==> src/rtl/demux12_seq.sv <==
// Registered 1:2 valid/ready demultiplexer with a one-entry holding register per channel.
// Optional per-channel saturating accept counters are enabled by defining DEMUX12_CNT_EN.
module demux12_seq #(
    parameter int unsigned WIDTH = 8,
    parameter int unsigned CNT_W = 8
) (
    input  logic             clk,
    input  logic             rst,
    input  logic [WIDTH-1:0] inp,
    input  logic             inp_valid,
    output logic             inp_ready,
    input  logic             sel,
    output logic [WIDTH-1:0] outp0,
    output logic             outp0_valid,
    input  logic             outp0_ready,
    output logic [WIDTH-1:0] outp1,
    output logic             outp1_valid,
    input  logic             outp1_ready,
    output logic [CNT_W-1:0] cnt0,
    output logic [CNT_W-1:0] cnt1
);

    typedef enum logic {
        ST_EMPTY = 1'b0,
        ST_FULL  = 1'b1
    } ch_state_e;

    ch_state_e        st0_q, st0_d;
    ch_state_e        st1_q, st1_d;
    logic [WIDTH-1:0] data0_q, data0_d;
    logic [WIDTH-1:0] data1_q, data1_d;
    logic             accept;
    logic             load0;
    logic             load1;
    logic             drain0;
    logic             drain1;

    // Channel state and data registers
    always_ff @(posedge clk or posedge rst) begin
        if (rst) begin
            st0_q   <= ST_EMPTY;
            st1_q   <= ST_EMPTY;
            data0_q <= '0;
            data1_q <= '0;
        end else begin
            st0_q   <= st0_d;
            st1_q   <= st1_d;
            data0_q <= data0_d;
            data1_q <= data1_d;
        end
    end

    // Handshake decode and per-channel next state
    always_comb begin
        st0_d   = st0_q;
        st1_d   = st1_q;
        data0_d = data0_q;
        data1_d = data1_q;

        // A channel can take a word if it is empty or is being drained this cycle
        inp_ready = sel ? ((st1_q == ST_EMPTY) | outp1_ready)
                        : ((st0_q == ST_EMPTY) | outp0_ready);
        accept = inp_valid & inp_ready;
        load0  = accept & ~sel;
        load1  = accept & sel;
        drain0 = (st0_q == ST_FULL) & outp0_ready;
        drain1 = (st1_q == ST_FULL) & outp1_ready;

        case (st0_q)
            ST_EMPTY: if (load0) st0_d = ST_FULL;
            ST_FULL:  if (drain0 && !load0) st0_d = ST_EMPTY;
            default:  st0_d = ST_EMPTY;
        endcase

        case (st1_q)
            ST_EMPTY: if (load1) st1_d = ST_FULL;
            ST_FULL:  if (drain1 && !load1) st1_d = ST_EMPTY;
            default:  st1_d = ST_EMPTY;
        endcase

        if (load0) data0_d = inp;
        if (load1) data1_d = inp;
    end

    assign outp0       = data0_q;
    assign outp1       = data1_q;
    assign outp0_valid = (st0_q == ST_FULL);
    assign outp1_valid = (st1_q == ST_FULL);

`ifdef DEMUX12_CNT_EN
    logic [CNT_W-1:0] cnt0_q, cnt0_d;
    logic [CNT_W-1:0] cnt1_q, cnt1_d;

    // Saturating accept counters; they never wrap
    always_comb begin
        cnt0_d = cnt0_q;
        cnt1_d = cnt1_q;
        if (load0 && (cnt0_q != {CNT_W{1'b1}})) cnt0_d = cnt0_q + CNT_W'(1);
        if (load1 && (cnt1_q != {CNT_W{1'b1}})) cnt1_d = cnt1_q + CNT_W'(1);
    end

    always_ff @(posedge clk or posedge rst) begin
        if (rst) begin
            cnt0_q <= '0;
            cnt1_q <= '0;
        end else begin
            cnt0_q <= cnt0_d;
            cnt1_q <= cnt1_d;
        end
    end

    assign cnt0 = cnt0_q;
    assign cnt1 = cnt1_q;
`else
    assign cnt0 = '0;
    assign cnt1 = '0;
`endif

endmodule

==> config.mk <==
export PLATFORM = sky130hd
export DESIGN_NAME = demux12_seq
export DESIGN_NICKNAME = d
export VERILOG_FILES = /design/src/rtl/demux12_seq.sv
export SDC_FILE = /design/constraint.sdc
export NUM_CORES = 1
export LEC_CHECK = 0
export BUFFER_PORTS_ARGS = -buffer_cell sky130_fd_sc_hd__clkbuf_2
export CAP_MARGIN = 20
export CORE_ASPECT_RATIO = 0.7
export CORE_MARGIN = 2
export CORE_UTILIZATION = 45
export DETAILED_ROUTE_END_ITERATION = 8
export HOLD_SLACK_MARGIN = 0.05
export PLACE_DENSITY = 0.85
export SLEW_MARGIN = 20
export SYNTH_ARGS = -nofsm -noshare
export SYNTH_HDL_FRONTEND = slang
export SYNTH_SLANG_ARGS = --single-unit
==> constraint.sdc <==
create_clock -name clk -period 2.1 [get_ports clk]
set_input_delay 0.21 -clock clk [delete_from_list [all_inputs] [get_ports clk]]
set_output_delay 0.21 -clock clk [all_outputs]
set_load 0.005 [all_outputs]
==> summary.md, run 1 <==
| Metric | Value |
|---|---|
| Outcome | complete, no violations |
| Fillers | 164 |
| I/O Buffers | 32 |
| Clk_lat worst skew | 290 ps |
| RSZ-0062 raised after global routing | false |
| Crit Path Category | reg -> out |
| Area of the multi-input gates | 329 um^2 |
| Max IR drop VDD | 0.000652 V |
| Synth warnings | 0 |
| Drt first pass iters | 3 |
| Nets@finish | 113 |
| Clk_skew | 6.93 ps |
| Clock buffer depth | 2 |
| Core Area | 1820 um^2 |
| PD cells | 804 nW/um^2 |
| Die W | 56.0 um |
| Initial antenna violation count | 0 |
| Final WS setup | around 770 ps |
| Cell taking the most area after synthesis | dfrtp_1 |
| CP Launch Type | register |
| 1st-iter DRT viols | 5 |
| Final wirelength | 1440 um |
| Sequential-to-total area share from yosys stat | a little over half |
| First-pass GRT wire length | about 2200 um |
| Final non-filler cell total | 120 |
| CTS Root Cell | clkbuf_4 |
| Leak Pwr | 0.539 nW |
| Dpl cells | around 120 |
| H-tree depth | 1 |
| Gr usage total | 14.0% |
| TNS Setup | 0 ps |
| DP HPWL | 1110 um |
| Via count | 525 |
| CP max FO | 3 |
| Top-area cell type share of the netlist area | 52.9% |
| Flops & latches, synth | 18 |
| Number of synthesized flops with an enable pin | 0 |
| Vias in the first global route | 498 |
| Global route overflow | 0 |
| Final period util | 63.2% |
| Site Rows | 13 |
| GPL Wtd Cong | 0.672 |
| Largest net degree at the start of global routing | 19 |
| Routed vias/inst | 4.38 |
| Post-DRT Antenna Nets | 0 |
| Fmax achieved | 0.753 GHz |
| Clock Pin Slew Worst Setup and Hold Paths | approximately 100 ps |
| Largest cells by area after synthesis | dfrtp_1, mux2_2, buf_4 |
| Count of final setup violators | 0 |
| Crit path time final | 1330 ps |
| Most frequent cells after synthesis | dfrtp_1, buf_4, mux2_2 |
| Setup WS pre-CTS | 924 ps |
| CP Data Required Time | 1890 ps |
| Worst Path Arrival | 1120 ps |
| Critical Path Sink Type | primary output |
| Cts repair resizes | 0 |
| Slew HR | between 50% and 60% |
| Crit path cell chain | nor2b_4, a21oi_1, clkbuf_2 |
| Wire length per cell | 12.0 um |
| Reg area | between 400 and 500 um^2 |
| Final slew viol count | 0 |
| Mapped Avg Cell Area | 13.7 um^2 |
| Max-cap violation count | 0 |
| Least-Margin Pin Slew | 665 ps |
| Layout cell share with drive strength beyond 1 | 55.1% |
| Max incr delay on CP | 390 ps |
| Clock sink total | 18 |
| Synth unique cells | 15 |
| Crit path max-delay cell type | dfrtp_1 |
| ANT cells | 0 |
| Post-Syn Area | 851 um^2 |
| I/O pins | 49 |
| HP Class | in -> reg |
| Ys async rst share | 100% |
| Cells after Synth | 62 |
| Count leader, synth | dfrtp_1 |
| Ys flop type | dfrtp_1 |
| Count of final hold-check violations | 0 |
| Initial Util | a little under half |
| Residual DRC count | 0 |
| Die ar. | 2260 um^2 |
| CTS tree | built |
| Clock buffer count from CTS | 3 |
| Area Growth Syn to Fin | 20.0% |
| Die height | 40.4 um |
## final timing paths
check                                            from                   end  slack [ps]  cells after the start
max in group asynchronous                         rst  outp0[7]$_DFFE_PP0P_        1140                      3
min in group asynchronous                         rst  outp0[1]$_DFFE_PP0P_         530                      3
worst min register to register   outp1[4]$_DFFE_PP0P_  outp1[4]$_DFFE_PP0P_         500                      1
worst min-delay path                           inp[4]  outp1[4]$_DFFE_PP0P_         160                      2
worst max register to register  outp1_valid$_DFF_PP0_  outp1[7]$_DFFE_PP0P_         910                      3
worst max-delay path            outp1_valid$_DFF_PP0_             inp_ready         770                      3
## sequential cells by signal, summed over array words and instances (netlist names)
signal / count
outp0: 8
outp1_valid: 1
outp0_valid: 1
outp1: 8
## what timing repair did
item,CTS,global route
setup buffers,0,0
endpoints found under the hold margin,18,0
setup endpoints to repair,0,0
hold buffers,1,0
## worst max-delay path: cells and delay by family (launching register included)
| family | cells | cell delay (ps) |
|---|---|---|
| DFF | 1 | 390 |
| and+or+nand+nor | 1 | 150 |
| AOI/OAI and AO/OA | 1 | 150 |
| buffers and inverters | 1 | 130 |
## layout make-up
cell class | instances | area share [%]
sequential | 18 | 44.1
multi-input combinational | 41 | 32.2
timing repair buffer | 33 | 16.7
clock buffer | 4 | 3.55
tap | 22 | 2.70
inverter | 2 | 0.735
## report_power, final
group / leakage [nW] / switching, W / total, W / internal [W]
logic: 0.306 / 0.0000770 / 0.000177 / 0.000100
clock network: 0.0210 / 0.000102 / 0.000207 / 0.000106
registers: 0.212 / 0.0000302 / 0.000436 / 0.000406
## placed cells by master (no fill, tap or decap)
cell type,n
clkbuf_2,32
dfrtp_1,18
conb_1,16
mux2_2,13
mux2_1,3
clkbuf_4,3
inv_1,2
nor2b_4,1
nand2_2,1
nor2_8,1
nand2b_2,1
nand3b_4,1
nor2_1,1
a21oi_1,1
nand2b_1,1
o21ai_0,1
clkbuf_8,1
dlygate4sd3_1,1
## routing by layer
layer | routed length [um] | part of all wire, % | track usage, %
met5 | 0 | 0 | 0
met4 | 0 | 0 | 6.55
met3 | 129 | 8.9 | 6.45
met2 | 726 | 50 | 23.2
met1 | 587 | 41 | 16.0
## per-stage QoR
stage          utilization, %  power, W  hold WS [ps]  instance area (um^2)
4_1_cts                  56.0  0.000832           147                  1020
5_1_grt                  56.0  0.000877           138                  1020
3_3_place_gp             53.5  0.000613           305                   975
2_1_floorplan               -  0.000550           149                   907
3_5_place_dp             53.5  0.000620           320                   975
6_report                 56.0  0.000820           155                  1020
## logic make-up after synthesis
kind of cell | Yosys count | synth area share (%)
AO/OA/AOI/OAI | 2 | 1.18
buffers and inverters | 18 | 15.0
flip-flops | 18 | 52.9
multiplexers | 16 | 21.2
other | 1 | 0.441
AND/OR/NAND/NOR | 7 | 9.27
(Power assumes the default switching activity.)
==> run 2, diff against run 1 <==
Settings changed: CORE_UTILIZATION 45 to 38, PLACE_DENSITY 0.85 to 0.77.
Clock period 2.1 ns to 1.2 ns, I/O delays scaled along.
==> summary.md, run 2 (same netlist as run 1, synthesis figures left out) <==
| Metric | Value |
|---|---|
| Via count | 527 (was 525) |
| Routed vias/inst | 4.05 (was 4.38) |
| Die ar. | 2640 um^2 (was 2260 um^2) |
| HP Class | in -> reg (unchanged) |
| Most frequent cells in the layout | clkbuf_2, dfrtp_1, conb_1 (unchanged) |
| DP HPWL | 1060 um (was 1110 um) |
| Initial Util | 39.8% (was 46.7%) |
| Largest net degree at the start of global routing | 19 (unchanged) |
| Clock sink total | 18 (unchanged) |
| Leak Pwr | 0.546 nW (was 0.539 nW) |
| Vias in the first global route | 438 (was 498) |
| Final period util | 97.6% |
| Worst Path Arrival | 1050 ps (was 1120 ps) |
| Hold path cells | 2 (unchanged) |
| Area Growth Syn to Fin | 23.2% (was 20.0%) |
| Clk_lat worst skew | 280 ps (was 290 ps) |
| Power Internal | 0.00108 W (was 0.000611 W) |
| Die W | 60.6 um (was 56.0 um) |
| CP Data Required Time | 1080 ps (was 1890 ps) |
| Critical Path Source | outp1_valid$_DFF_PP0_ (unchanged) |
| Count of final hold-check violations | 0 (unchanged) |
| Comb power frac | 22.1% (was 21.6%) |
| Residual DRC count | 0 (unchanged) |
| Finished Cell Area | 1050 um^2 (was 1020 um^2) |
| RSZ-0062 raised after global routing | true (was false) |
| Net load switching power | 0.000355 W (was 0.000209 W) |
| Initial antenna violation count | 0 (unchanged) |
| Global route overflow | 0 (unchanged) |
| Final wirelength | 1340 um (was 1440 um) |
| Worst r2r path cells | 3 (unchanged) |
| Slew HR | 56.7% (was 55.6%) |
| H-tree depth | 1 (unchanged) |
| ANT cells | 0 (unchanged) |
| Count of final setup violators | 0 (unchanged) |
| I/O Buffers | 32 (unchanged) |
| Final WS setup | 28.9 ps (was 772 ps) |
| Least-Margin Pin Slew | 649 ps (was 665 ps) |
| Outcome | complete, no violations (unchanged) |
| Fmax achieved | between 0.8 and 0.9 GHz |
| 1st-iter DRT viols | 10 (was 5) |
| Post-DRT Antenna Nets | 0 (unchanged) |
| Gr usage total | 10.3% (was 14.0%) |
| Setup WS pre-CTS | 29.8 ps (was 924 ps) |
| Site Rows | 14 (was 13) |
| Layout cell share with drive strength beyond 1 | 57.1% (was 55.1%) |
| PD cells | 1370 nW/um^2 (was 804 nW/um^2) |
| Core Area | 2140 um^2 (was 1820 um^2) |
| Die height | 43.6 um (was 40.4 um) |
| Nets@finish | 113 (unchanged) |
| Crit Path Category | reg -> out (unchanged) |
| CTS tree | built (unchanged) |
| Clock buffer count from CTS | 3 (unchanged) |
| Hold EP | outp1[3]$_DFFE_PP0P_ (was outp1[4]$_DFFE_PP0P_) |
| Clock Pin Slew Worst Setup and Hold Paths | 90 ps (was 100 ps) |
| Hold_sp | inp[3] (was inp[4]) |
| CP Launch Type | register (unchanged) |
| Post CTS Setup Buffer Count | 0 (unchanged) |
| Clock buffer depth | 2 (unchanged) |
| Clk_skew | 1.69 ps (was 6.93 ps) |
| First-pass GRT wire length | 1930 um (was 2250 um) |
| CTS Root Cell | clkbuf_4 (unchanged) |
| Wire length per cell | 10.3 um (was 12.0 um) |
| Dpl cell area | 987 um^2 (was 975 um^2) |
| Power Total | 0.00143 W (was 0.000820 W) |
| Clock Power Share | 24.5% (was 25.3%) |
| GPL Wtd Cong | 0.615 (was 0.672) |
| Fin util | 49.1% (was 56.0%) |
| Critical Path Sink Type | primary output (unchanged) |
| Commonest non-fill, non-tap cell in the layout | clkbuf_2 (unchanged) |
| RR Endpoint | outp1[1]$_DFFE_PP0P_ (was outp1[7]$_DFFE_PP0P_) |
| Final slew viol count | 0 (unchanged) |
| Max-cap violation count | 0 (unchanged) |
| Max IR drop VDD | 0.000333 V (was 0.000652 V) |
| Crit Reg-Reg Startpoint | outp1_valid$_DFF_PP0_ (unchanged) |
| Sw Share | 24.8% (was 25.5%) |
| R2R setup slack | 50 ps (was 910 ps) |
| Drt first pass iters | 3 (unchanged) |
| I/O pins | 49 (unchanged) |
| CP max FO | 3 (unchanged) |
| Crit path time final | roughly 1200 ps |
| Fraction of power consumed by sequential logic | 53.3% (was 53.1%) |
[run 2: per-layer routing]
metal / vias up / global-route usage (%) / wire, um
met4: 0 / 2.61 / 0
met3: 0 / 5.37 / 132
met2: 28 / 17.4 / 661
li1: 245 / - / -
met1: 254 / 11.4 / 541
met5: - / 0 / 0
[run 2: how the worst max path moves through the flow]
stage,to,slack (ps),cells past startpoint
floorplan,outp1[0]$_DFFE_PP0P_,70,3
global placement,outp1[0]$_DFFE_PP0P_,60,3
detailed placement,outp1[6]$_DFFE_PP0P_,30,3
CTS,inp_ready,6,4
global route,inp_ready,-50,4
finish,inp_ready,30,3
[run 2: what timing repair did]
| action | in CTS | in global routing |
|---|---|---|
| hold buffers | 1 | 0 |
| resized for setup | 1 | 4 |
| gates cloned | 0 | 0 |
| endpoints found under the setup margin | 1 | 8 |
| endpoints found under the hold margin | 18 | 0 |
| pin swaps | 0 | 1 |
[run 2: through the flow]
| stage | hold WS (ps) | setup TNS [ps] | cells |
|---|---|---|---|
| 6_report | 62.8 | 0 | 130 |
| 5_1_grt | 62.8 | -45.9 | 130 |
| 4_1_cts | 56.3 | 0 | 130 |
| 3_5_place_dp | 231 | 0 | 125 |
| 3_3_place_gp | 216 | 0 | 125 |
| 2_1_floorplan | 58.6 | 0 | 77 |
[run 2: power by group through the flow]
stage | logic [W] | registers (W) | clock network (W)
6_report | 0.000317 | 0.000764 | 0.000351
5_1_grt | 0.000354 | 0.000777 | 0.000399
4_1_cts | 0.000315 | 0.000763 | 0.000371
3_5_place_dp | 0.000309 | 0.000776 | 0
3_3_place_gp | 0.000305 | 0.000770 | 0
2_1_floorplan | 0.000183 | 0.000780 | 0
[run 2: layout make-up]
type,count,area [um^2]
Clock buffer,4,36.3
Fill cell,202,1090
Inverter,2,7.51
Multi-Input combinational cell,41,344
Sequential cell,18,450
Tap cell,32,40.0
Timing Repair Buffer,33,170
[run 2: worst max-delay path, cell delays in order, from the launching register on]
cell     delay (ps)
dfrtp_1         350
nor2b_4         230
a21oi_2          70
buf_2           120
